==> config.mk <==
export PLATFORM = sky130hd
export DESIGN_NAME = muldiv_exec_unit
export DESIGN_NICKNAME = d
export VERILOG_FILES = /design/src/rtl/muldiv_pkg.sv /design/src/rtl/muldiv_exec_unit.sv
export SDC_FILE = /design/constraint.sdc
export NUM_CORES = 1
export LEC_CHECK = 0
export ABC_AREA = 1
export BUFFER_PORTS_ARGS = -buffer_cell sky130_fd_sc_hd__buf_4
export CAP_MARGIN = 40
export CORE_ASPECT_RATIO = 0.6
export CORE_MARGIN = 5
export CORE_UTILIZATION = 40
export CTS_CLUSTER_DIAMETER = 40
export DETAILED_ROUTE_END_ITERATION = 8
export PLACE_DENSITY_LB_ADDON = 0.3
export SLEW_MARGIN = 10
export SYNTH_ARGS = -nofsm -noshare
export SYNTH_HDL_FRONTEND = slang
export SYNTH_SLANG_ARGS = --single-unit
==> constraint.sdc <==
create_clock -name clk -period 3.1 [get_ports clk]
set_input_delay 0.155 -clock clk [delete_from_list [all_inputs] [get_ports clk]]
set_output_delay 0.155 -clock clk [all_outputs]
set_load 0.01 [all_outputs]
==> src/rtl/muldiv_pkg.sv <==
// Shared types and constants for the iterative multiply/divide execution unit.
package muldiv_pkg;

    // Datapath width of the default build; CNT_W sizes its iteration counter.
    localparam int L_DEFAULT = 16;

    // Opcode values carried on ALUOpcode.
    localparam logic ALU_MUL = 1'b1;
    localparam logic ALU_DIV = 1'b0;

    // Counter width needed to count 0..l-1.
    function automatic int cnt_width(input int l);
        return (l > 1) ? $clog2(l) : 1;
    endfunction

    localparam int CNT_W = cnt_width(L_DEFAULT);

    typedef enum logic [1:0] {
        IDLE = 2'd0,
        MUL  = 2'd1,
        DIV  = 2'd2,
        DONE = 2'd3
    } state_t;

endpackage

==> src/rtl/muldiv_exec_unit.sv <==
// Iterative unsigned multiply / restoring divide execution unit with an
// LUI shortcut. One operation in flight; valid/ready on both sides.
//
// state | meaning
// IDLE  | waiting for a request, in_ready = 1
// MUL   | shift-add multiply, one multiplier bit per cycle
// DIV   | restoring divide, one quotient bit per cycle
// DONE  | result presented with out_valid = 1 until out_ready
module muldiv_exec_unit
    import muldiv_pkg::*;
#(
    parameter int L = L_DEFAULT,
    parameter int P = 1
) (
    input  logic         clk,
    input  logic         rst_n,
    input  logic         in_valid,
    output logic         in_ready,
    input  logic [P-1:0] ALUOpcode,
    input  logic         UseImmediate,
    input  logic         LoadUpperImmediate,
    input  logic [L-1:0] rs1,
    input  logic [L-1:0] rs2,
    input  logic [L-1:0] imm,
    output logic         out_valid,
    input  logic         out_ready,
    output logic [L-1:0] result,
    output logic         div_by_zero
);

    // The default build uses the shared counter width directly.
    localparam int CW = (L == L_DEFAULT) ? CNT_W : cnt_width(L);

    state_t        state;
    logic [CW-1:0] cnt;
    // opa: multiplicand (MUL) or dividend shifting into quotient (DIV)
    // opb: multiplier shifting right (MUL) or divisor (DIV)
    // part: product accumulator (MUL) or partial remainder (DIV)
    logic [L-1:0]  opa;
    logic [L-1:0]  opb;
    logic [L-1:0]  part;

    logic [L-1:0]  opb_sel;
    logic          op_mul;
    logic          op_div;
    logic          last_iter;
    logic [L-1:0]  mul_part_nxt;
    logic [L:0]    rem_sh;
    logic [L:0]    trial;
    logic          div_ok;
    logic [L-1:0]  rem_nxt;
    logic [L-1:0]  quo_nxt;
    logic [L-1:0]  lui_val;

    // Operand selection, decode and one iteration step of each datapath.
    always_comb begin
        opb_sel      = UseImmediate ? imm : rs2;
        op_mul       = (ALUOpcode == P'(ALU_MUL));
        op_div       = (ALUOpcode == P'(ALU_DIV));
        lui_val      = {imm[L/2-1:0], {(L - L/2){1'b0}}};
        last_iter    = (cnt == CW'(L - 1));

        mul_part_nxt = opb[0] ? (part + opa) : part;

        // Restoring step: shift next dividend bit into the remainder and
        // keep the subtraction only when it does not go negative.
        rem_sh       = {part, opa[L-1]};
        trial        = rem_sh - {1'b0, opb};
        div_ok       = ~trial[L];
        rem_nxt      = div_ok ? trial[L-1:0] : rem_sh[L-1:0];
        quo_nxt      = {opa[L-2:0], div_ok};
    end

    // Sequencing FSM; every output is a register updated here.
    always_ff @(posedge clk or negedge rst_n) begin
        if (!rst_n) begin
            state       <= IDLE;
            cnt         <= '0;
            opa         <= '0;
            opb         <= '0;
            part        <= '0;
            result      <= '0;
            div_by_zero <= 1'b0;
            out_valid   <= 1'b0;
            in_ready    <= 1'b1;
        end else begin
            case (state)
                IDLE: begin
                    if (in_valid && in_ready) begin
                        in_ready <= 1'b0;
                        opa      <= rs1;
                        opb      <= opb_sel;
                        part     <= '0;
                        cnt      <= '0;
                        if (LoadUpperImmediate) begin
                            state       <= DONE;
                            result      <= lui_val;
                            div_by_zero <= 1'b0;
                            out_valid   <= 1'b1;
                        end else if (op_mul) begin
                            state <= MUL;
                        end else if (op_div && (opb_sel == '0)) begin
                            state       <= DONE;
                            result      <= '1;
                            div_by_zero <= 1'b1;
                            out_valid   <= 1'b1;
                        end else if (op_div) begin
                            state <= DIV;
                        end else begin
                            // Opcode outside the defined set (only for P > 1).
                            state       <= DONE;
                            result      <= '0;
                            div_by_zero <= 1'b0;
                            out_valid   <= 1'b1;
                        end
                    end
                end
                MUL: begin
                    part <= mul_part_nxt;
                    opa  <= opa << 1;
                    opb  <= opb >> 1;
                    if (last_iter) begin
                        cnt       <= '0;
                        state     <= DONE;
                        result    <= mul_part_nxt;
                        out_valid <= 1'b1;
                    end else begin
                        cnt <= cnt + 1'b1;
                    end
                end
                DIV: begin
                    part <= rem_nxt;
                    opa  <= quo_nxt;
                    if (last_iter) begin
                        cnt         <= '0;
                        state       <= DONE;
                        result      <= quo_nxt;
                        div_by_zero <= 1'b0;
                        out_valid   <= 1'b1;
                    end else begin
                        cnt <= cnt + 1'b1;
                    end
                end
                DONE: begin
                    if (out_ready) begin
                        state       <= IDLE;
                        out_valid   <= 1'b0;
                        in_ready    <= 1'b1;
                        result      <= '0;
                        div_by_zero <= 1'b0;
                    end
                end
                default: begin
                    state     <= IDLE;
                    out_valid <= 1'b0;
                    in_ready  <= 1'b1;
                end
            endcase
        end
    end

endmodule

# Yosys cells after proc, flatten, opt, wreduce, memory -nomap -nowiden
# Cells that the tools add are included.
[word_totals]
register_bits = 73
latch_bits = 0
ramBits = 0
rom_bits = 0
in_bits = 55
output_inout_bits = 19
word_cells = 84
mem_count = 0
[op_classes]
n_addsub = 3
multipliers = 0
div_mod_pow = 0
n_lt_le_gt_ge = 0
eq_ne = 11
shift = 0
n_mux = 41
bitwise = 2
reduce_logical = 18
[op_table]
columns = ["operator", "n"]
rows = [
  ["two-way mux 16 bit", 13],
  ["case mux 16 bit (3 select lines)", 2],
  ["case mux 16 bit (4 select lines)", 1],
  ["case mux 16 bit (2 select lines)", 1],
  ["subtractor 17 x 16 -> 17 bit", 1],
  ["adder 16 bit", 1],
  ["logical NOT 16 bit", 1],
  ["two-way mux 1 bit", 12],
  ["AND reduction 6 bit", 2],
  ["two-way mux 2 bit", 5],
  ["two-way mux 4 bit", 2],
  ["inequality test 2 bit (second input constant)", 4],
  ["case mux 4 bit (2 select lines)", 1],
  ["inequality test 3 bit (second input constant)", 2],
  ["case mux 1 bit (3 select lines)", 2],
  ["case mux 2 bit (3 select lines)", 1],
  ["AND reduction 2 bit", 3],
  ["AND reduction 3 bit", 2],
  ["nonzero test 2 bit", 3],
  ["nonzero test 3 bit", 2],
  ["AND reduction 5 bit", 1],
  ["adder 4 x 1 -> 4 bit (second input constant)", 1],
  ["equality test 2 bit (second input constant)", 2],
  ["equality test 4 bit (second input constant)", 1],
  ["other kinds (7)", 9],
]

# Logic depth before layout (Yosys ltp)
# Gate-level depths: netlist (run 1).
[depth]
word_depth = 8
depth_mapped = 18
depth_no_buf = 17

# Worst setup path before layout (run 1)
# Ideal clock, no wire load.
[synth_timing]
path_kind = "register to register"
start = "reg opa[15]"
end = "reg part[4]"
setup_time_ns = 0.117
t_arrival_ns = 2.099
required_ns = 2.983
setup_slack_ns = 0.885
stages_incl_launch_ff = 19
n_path_buf = 1
synth_period_minus_slack_ns = 2.215
path_cell_list = "dfrtp_1 inv_1 ha_1 fa_1 inv_1 nand3_1 nand2_1 nand2_1 nand2_1 nand2_1 nand2_1 nand2_1 nand2_1 buf_4 nand2_1 nand3_1 nand2_1 nand2_1 nand2_1"
[synth_via]
elab_chain_len = 3
[synth_rtl]
columns = ["item", "line", "rtl"]
rows = [
  ["start, declared", "muldiv_exec_unit.sv:39", "logic [L-1:0] opa;"],
  ["start signal, assigned", "muldiv_exec_unit.sv:91", "opa <= rs1;"],
  ["start signal, assigned", "muldiv_exec_unit.sv:120", "opa <= opa << 1;"],
  ["start signal, assigned", "muldiv_exec_unit.sv:133", "opa <= quo_nxt;"],
  ["subtractor 17 x 16 -> 17 bit", "muldiv_exec_unit.sv:68", "trial = rem_sh - {1'b0, opb};"],
  ["two-way mux 16 bit", "muldiv_exec_unit.sv:70", "rem_nxt = div_ok ? trial[L-1:0] : rem_sh[L-1:0];"],
  ["case mux 16 bit (3 select lines)", "muldiv_exec_unit.sv:87", "case (state)"],
  ["end signal, assigned", "muldiv_exec_unit.sv:119", "part <= mul_part_nxt;"],
  ["end signal, assigned", "muldiv_exec_unit.sv:132", "part <= rem_nxt;"],
  ["end, declared", "muldiv_exec_unit.sv:41", "logic [L-1:0] part;"],
]
# No other way between the ends.
# A chain may end at the register's enable or synchronous reset.

# Final worst setup path (run 1)
[layout_timing]
start = "reg opa[15]"
end = "reg part[11]"
# The elaborated chain is that of the path after synthesis.

==> out/results.tsv, run 1 <==
metric	value	unit
post-DR vias/cell	5.16	
Clock Skew	0.0121	ns
Pins Over Slew Limit	0	
Avg Inst Size Synth	6.23	um^2
hold_sp	rs1[0]	
# DRC	0	
setup TNS	0	ns
Cell Chain, Critical Path	inv_1 -> ha_1 -> fa_1 -> inv_1 -> nand3_1 -> nand2_1 -> nand2_1 -> nand2_1 -> nand2_1 -> nand2_1 -> nand2_1 -> nand2_1 -> nand2_1 -> nand3_1 -> nand2_1 -> nand2_1 -> nand2_1	
register area share after synthesis	0.295	
Area growth syn-to-layout	17.2	%
initial antenna violation count	0	
Vias	6562	
Tightest Hold Check Type	input pin to register	
CP max stage delay	0.41	ns
pwr dens	1130	nW/um^2
clk_lat worst skew	0.34	ns
worst setup margin	0.417	ns
post-layout minimum cycle time	2.68	ns
CTS tree	built	
clock sinks	73	
syn nets	1089	
die height	106	um
RR Endpoint	part[11]	
Mapped Area	6200	um^2
register area	1830	um^2
root buf cell	clkbuf_16	
Pre-Repair DR Iteration Count	6	
cells on worst reg2reg path	17	
final count of hold timing violations	0	
share of cells above drive strength 1	0.114	
Clock Pin Slew Worst Setup and Hold Paths	0.06	ns
Layout fillers	1597	
Post-Place Worst Slack	0.461	ns
Worst Setup Start Kind	register	
area of the multi-input gates	3710	um^2
Final nets	1157	
Starting Density	0.405	
depth of the CTS H-tree	3	
Most used DFF post-synth	dfrtp_1	
worst path required time	3.33	ns
num rows	35	
worst-path maximum fanout	13	
core area	15300	um^2
Avg WL per Cell	15.2	um
main combinational cell family by area after synthesis	simple AND/OR/NAND/NOR gates	
overall die width	171	um
Synth Area in Adders	0.0812	
Final setup viols	0	
antenna viol nets, final	0	
critical path capture point type	register	
reg-to-reg critical path startpoint	opa[15]	
I/O pins	74	
multiplexer share of the synthesized area	0	
number of synthesized flops with an enable pin	0	
IR drop worst, VDD	570	uV
WL final	19.4	mm
Hold Crit Endpoint	opa[0]	
total grt overflow	0	
CP Class	register to register	
CTS Hold Bufs	1	
simple-gate area share of the yosys netlist	0.367	
die area	18200	um^2
period utilization	0.866	
cts bufs inserted	9	
Gate Count Post-Synth	995	
CP Data Arrival Time	2.91	ns
global-route wire length before repair	30.9	mm
FF+latch count, synth	73	
R2R setup slack	0.42	ns
number of setup buffers added after CTS	0	
synth warn	0	
RSZ-0062 raised after global routing	no	
GP Congestion	0.902	
Clock Path Buffers	2	
largest net degree at the start of global routing	33	
Final HPWL DP	15.6	mm
synth unique cells	40	
Worst-Margin Slew	0.791	ns
CP max stage cell	fa_1	
xor/xnor share of the synthesized area	0.0141	
Max Cap Viol	0	
Lkg Pwr	3.98	nW
IO buf count	73	
number of global-route vias before repair	5755	
total power draw	8.22	mW
fmax	0.373	GHz
drt first-iter violations	582	
Worst path most repeated cell	nand2_1	
status	finished, final reports clean	
hold path depth	3	
FFs w/ async S/R, synth	1.00	
GRT Overall Usage	0.215	
relative slew slack	0.472	
Compound-Gate Fraction of Synth Area	0.136	
post-CTS resize count	0	
==> per-stage QoR <==
stage	hold WS (ns)	std cells	cell area, um^2	util
final	0.0908	1272	7260	0.475
after global routing	0.0974	1271	7260	0.475
after CTS	0.0768	1271	7260	0.475
after detailed placement	0.124	1254	6970	0.456
after global placement	0.123	1253	6960	0.455
after floorplan	-0.141	995	6200	-
==> cells in the mapped netlist (2+ instances only) <==
cell | number | share of area
inv_1 | 136 | 0.082
and2_0 | 2 | 0.0020
nand4_1 | 7 | 0.0071
nor2_1 | 50 | 0.030
nand3_1 | 83 | 0.067
nor2_2 | 3 | 0.0030
buf_2 | 4 | 0.0032
a21oi_1 | 50 | 0.040
buf_6 | 2 | 0.0036
o21ai_1 | 15 | 0.012
xor2_1 | 4 | 0.0057
nand3b_1 | 5 | 0.0061
inv_2 | 2 | 0.0012
o21ai_0 | 65 | 0.053
xnor2_1 | 6 | 0.0085
nand2_1 | 375 | 0.23
clkbuf_1 | 22 | 0.013
fa_1 | 2 | 0.0065
or2_2 | 8 | 0.0081
dfrtp_1 | 72 | 0.29
nor3_1 | 5 | 0.0040
o211ai_1 | 16 | 0.019
nand2_2 | 3 | 0.0030
clkinv_1 | 2 | 0.0012
and2_1 | 4 | 0.0040
a22oi_1 | 2 | 0.0024
ha_1 | 37 | 0.075
==> routing by layer <==
| metal | GRT usage | share of wire | wire, um |
|---|---|---|---|
| met5 | 0 | 0 | 0 |
| met1 | 0.360 | 0.53 | 10400 |
| met3 | 0.0583 | 0.10 | 2010 |
| met4 | 0.0308 | 0.0076 | 148 |
| met2 | 0.269 | 0.35 | 6870 |
==> logic make-up (layout without fill, tap and decap cells) <==
| logic type | after synthesis | after routing |
|---|---|---|
| AND/OR/NAND/NOR | 549 | 549 |
| buffers and inverters | 170 | 243 |
| AO/OA/AOI/OAI | 154 | 154 |
| flip-flops | 73 | 73 |
| adder cells (fa/ha/maj) | 39 | 39 |
| XOR/XNOR | 10 | 10 |
| other | 0 | 1 |
==> flip-flops by register name, summed over array words and instances, names as in the netlist <==
signal,count
cnt,4
div_by_zero,1
in_ready,1
opa,16
opb,16
out_valid,1
part,16
result,16
state,2
==> area by class of cell <==
| cell class | count | share of cell area |
|---|---|---|
| Multi-Input combinational cell | 752 | 0.511 |
| Tap cell | 203 | 0.0350 |
| Antenna cell | 1 | 0.000345 |
| Timing Repair Buffer | 87 | 0.0908 |
| Clock buffer | 11 | 0.0334 |
| Inverter | 140 | 0.0724 |
| Sequential cell | 73 | 0.252 |
| Clock inverter | 5 | 0.00551 |
==> cells in the final DEF, fill, tap and decap left out, drive strengths merged, types with 2 or more instances in the layout <==
| cell | Yosys | routed |
|---|---|---|
| clkinv | 2 | 3 |
| buf | 8 | 86 |
| nand3b | 5 | 5 |
| xor2 | 4 | 4 |
| o211ai | 16 | 16 |
| xnor2 | 6 | 6 |
| a21oi | 51 | 51 |
| o21ai | 80 | 80 |
| dfrtp | 72 | 72 |
| or2 | 9 | 9 |
| nor2 | 53 | 53 |
| a22oi | 2 | 2 |
| nand4 | 7 | 7 |
| nand2 | 379 | 379 |
| fa | 2 | 2 |
| nand3 | 84 | 84 |
| ha | 37 | 37 |
| clkinvlp | 0 | 3 |
| clkbuf | 22 | 11 |
| and2 | 6 | 6 |
| nor3 | 5 | 5 |
| inv | 138 | 139 |
==> worst max path at each step <==
stage / start / endpoint / slack [ns] / depth (start not counted)
4_1_cts: state[0] / cnt[2] / 0.42 / 8
3_5_place_dp: state[1] / cnt[2] / 0.46 / 8
2_1_floorplan: opa[15] / part[4] / 0.88 / 18
5_1_grt: state[1] / cnt[2] / 0.09 / 8
6_report: opa[15] / part[11] / 0.42 / 17
3_3_place_gp: state[0] / cnt[1] / 0.51 / 8
==> where the power goes <==
part | total, mW | internal (mW) | switching [mW] | leakage (nW)
clock network | 0.997 | 0.568 | 0.429 | 0.128
logic | 5.53 | 1.83 | 3.70 | 2.92
registers | 1.70 | 1.38 | 0.312 | 0.928
total | 8.22 | 3.78 | 4.44 | 3.98
==> critical path: cells and delay by family (launching register included) <==
kind | cells | cell delay [ns]
simple gates | 13 | 1.39
flops | 1 | 0.37
fa+ha+maj | 2 | 0.64
buf+inv | 2 | 0.19
Power figures use the tool's default switching activity.
==> run 2: changes to the inputs <==
- ABC_AREA: 1 -> not set
- SETUP_SLACK_MARGIN: not set -> 0.02
==> run 2 against run 1 <==
- worst hold slack gained 0.014 ns
- critical path depth shrank 6
- synthesized cell count shrank 25%
- area after synthesis shrank 5.4%
- global-route usage is essentially flat
- die area shrank 4.9%
- sequential share of layout area grew 0.76 points
- critical endpoint is now result[12]
==> out/results.tsv, run 2 <==
metric	value	unit
status	finished, final reports clean	
Cell Chain, Critical Path	ha_1 -> inv_1 -> fa_1 -> nand2b_1 -> a21oi_2 -> o31a_1 -> o31a_1 -> a311oi_1 -> mux2i_1 -> a211oi_1 -> o21ai_0	
final count of hold timing violations	0	
post-layout minimum cycle time	2.95	ns
placed instance area	6710	um^2
Tightest Hold Check Type	input pin to register	
CTS tree	built	
area leader, netlist	dfrtp_1	
depth of the CTS H-tree	3	
num rows	34	
Final setup viols	0	
overall die width	166	um
fmax	0.339	GHz
Clock Pin Slew Worst Setup and Hold Paths	0.06	ns
synth warn	0	
most frequent cells in the layout	98 x buf_4, 93 x a21oi_1, 90 x nand2_1, 73 x o21ai_0, 71 x dfrtp_1	
FF+latch count, synth	73	
Mapped Area	5860	um^2
top-count cell post-synth	a21oi_1	
Vias	5894	
share of cells above drive strength 1	0.160	
setup TNS	0	ns
hold path depth	3	
register area share after synthesis	0.312	
I/O pins	74	
commonest non-fill, non-tap cell in the layout	buf_4	
worst path required time	3.31	ns
Clock Path Buffers	2	
Yosys top cell area share	0.307	
antenna viol nets, final	0	
most instantiated cells after synthesis	94 x a21oi_1, 90 x nand2_1, 74 x o21ai_0, 72 x dfrtp_1, 62 x nor2_1	
cts bufs inserted	9	
final antenna diode count	0	
Clock Skew	0.00826	ns
Most used DFF post-synth	dfrtp_1	
clk_lat worst skew	0.35	ns
IO buf count	73	
number of synthesized flops with an enable pin	0	
global-route wire length before repair	30.4	mm
CP max stage cell	dfrtp_1	
Gate Count Post-Synth	743	
WL final	19.0	mm
GP Congestion	0.962	
CP max stage delay	0.42	ns
clock sinks	73	
Pre-Repair DR Iteration Count	6	
number of setup buffers added after CTS	0	
top cells by area in the synthesized netlist	dfrtp_1 31%, a21oi_1 8.0%, ha_1 7.9%	
register area	1830	um^2
Starting Density	0.407	
Final HPWL DP	14.4	mm
die height	104	um
post-DR vias/cell	5.79	
Final nets	909	
Pins Over Slew Limit	0	
Area growth syn-to-layout	20.3	%
Max Cap Viol	0	
CP Class	register to register	
critical path capture point type	register	
GRT Overall Usage	0.215	
RSZ-0062 raised after global routing	no	
Avg WL per Cell	18.7	um
Worst-Margin Slew	0.623	ns
Avg Inst Size Synth	7.89	um^2
Worst Setup Start Kind	register	
syn nets	837	
cells on worst reg2reg path	11	
Post-Layout Inst Area	7050	um^2
Inst Count DP	1001	
synth unique cells	69	
root buf cell	clkbuf_16	
largest net degree at the start of global routing	50	
Layout fillers	1375	
number of global-route vias before repair	5402	
relative slew slack	0.582	
CP Data Arrival Time	3.16	ns
worst-path maximum fanout	4	
core area	14400	um^2
period utilization	0.951	
FFs w/ async S/R, synth	1.00	
initial antenna violation count	0	
area of the multi-input gates	3760	um^2
drt first-iter violations	625	
Non-Filler Instances	1018	
total grt overflow	0	
die area	17300	um^2
Worst path most repeated cell	o31a_1	
# DRC	0	
[run 2: area by class of cell]
class	instances	share of cell area
sequential	73	0.259
tap	198	0.0351
timing repair buffer	100	0.110
clock inverter	5	0.0112
inverter	33	0.0176
multi-input combinational	598	0.533
clock buffer	11	0.0344
[run 2: through the flow]
step                 util  worst slack, ns  hold slack, ns
floorplan               -            0.370          -0.141
detailed placement  0.466            0.119          0.0970
global placement    0.464            0.205           0.371
finish              0.489            0.152           0.105
global route        0.489          0.00592           0.129
CTS                 0.489            0.115          0.0925
[run 2: what timing repair did]
action	4_1_cts	5_1_grt
hold buffers	1	0
endpoints found under the hold margin	24	0
endpoints found under the setup margin	0	14
resized for setup	0	4
[run 2: cell families (layout without fill, tap and decap cells)]
logic type | count (synthesis) | count (layout) | synth area share
AOI/OAI and AO/OA | 279 | 279 | 0.301
xor gates and xnor gates | 13 | 13 | 0.0194
adders and majority gates | 39 | 39 | 0.0858
and+or+nand+nor | 241 | 241 | 0.188
DFF | 73 | 73 | 0.312
muxes | 26 | 26 | 0.0450
buffers and inverters | 72 | 149 | 0.0486
[run 2: layer usage]
layer	track usage	vias to the layer above	share of wire
li1	-	2850	-
met1	0.349	2777	0.52
met2	0.278	252	0.38
met3	0.0651	15	0.096
met4	0.0333	0	0.0074
met5	0	-	0
[run 2: path summary, 6_finish.rpt]
check,start,to,slack (ns)
min in group asynchronous,rst_n,state[0],0.27
min,LoadUpperImmediate,div_by_zero,0.10
max in group asynchronous,rst_n,opa[15],2.23
max,opa[0],result[12],0.15
min reg2reg,result[12],result[12],0.49
max reg2reg,opa[0],result[12],0.15
[run 2: worst max-delay path: cells and delay by family, from the launching register on]
kind                       cells  cell delay, ns
buffers and inverters          1            0.07
DFF                            1            0.42
adders and majority gates      2            0.41
muxes                          1            0.18
and+or+nand+nor                1            0.17
AOI/OAI and AO/OA              6            1.56
Power of run 2 is not shown: default switching activity piles up to over one toggle a cycle in this logic, so the estimate is an artifact.
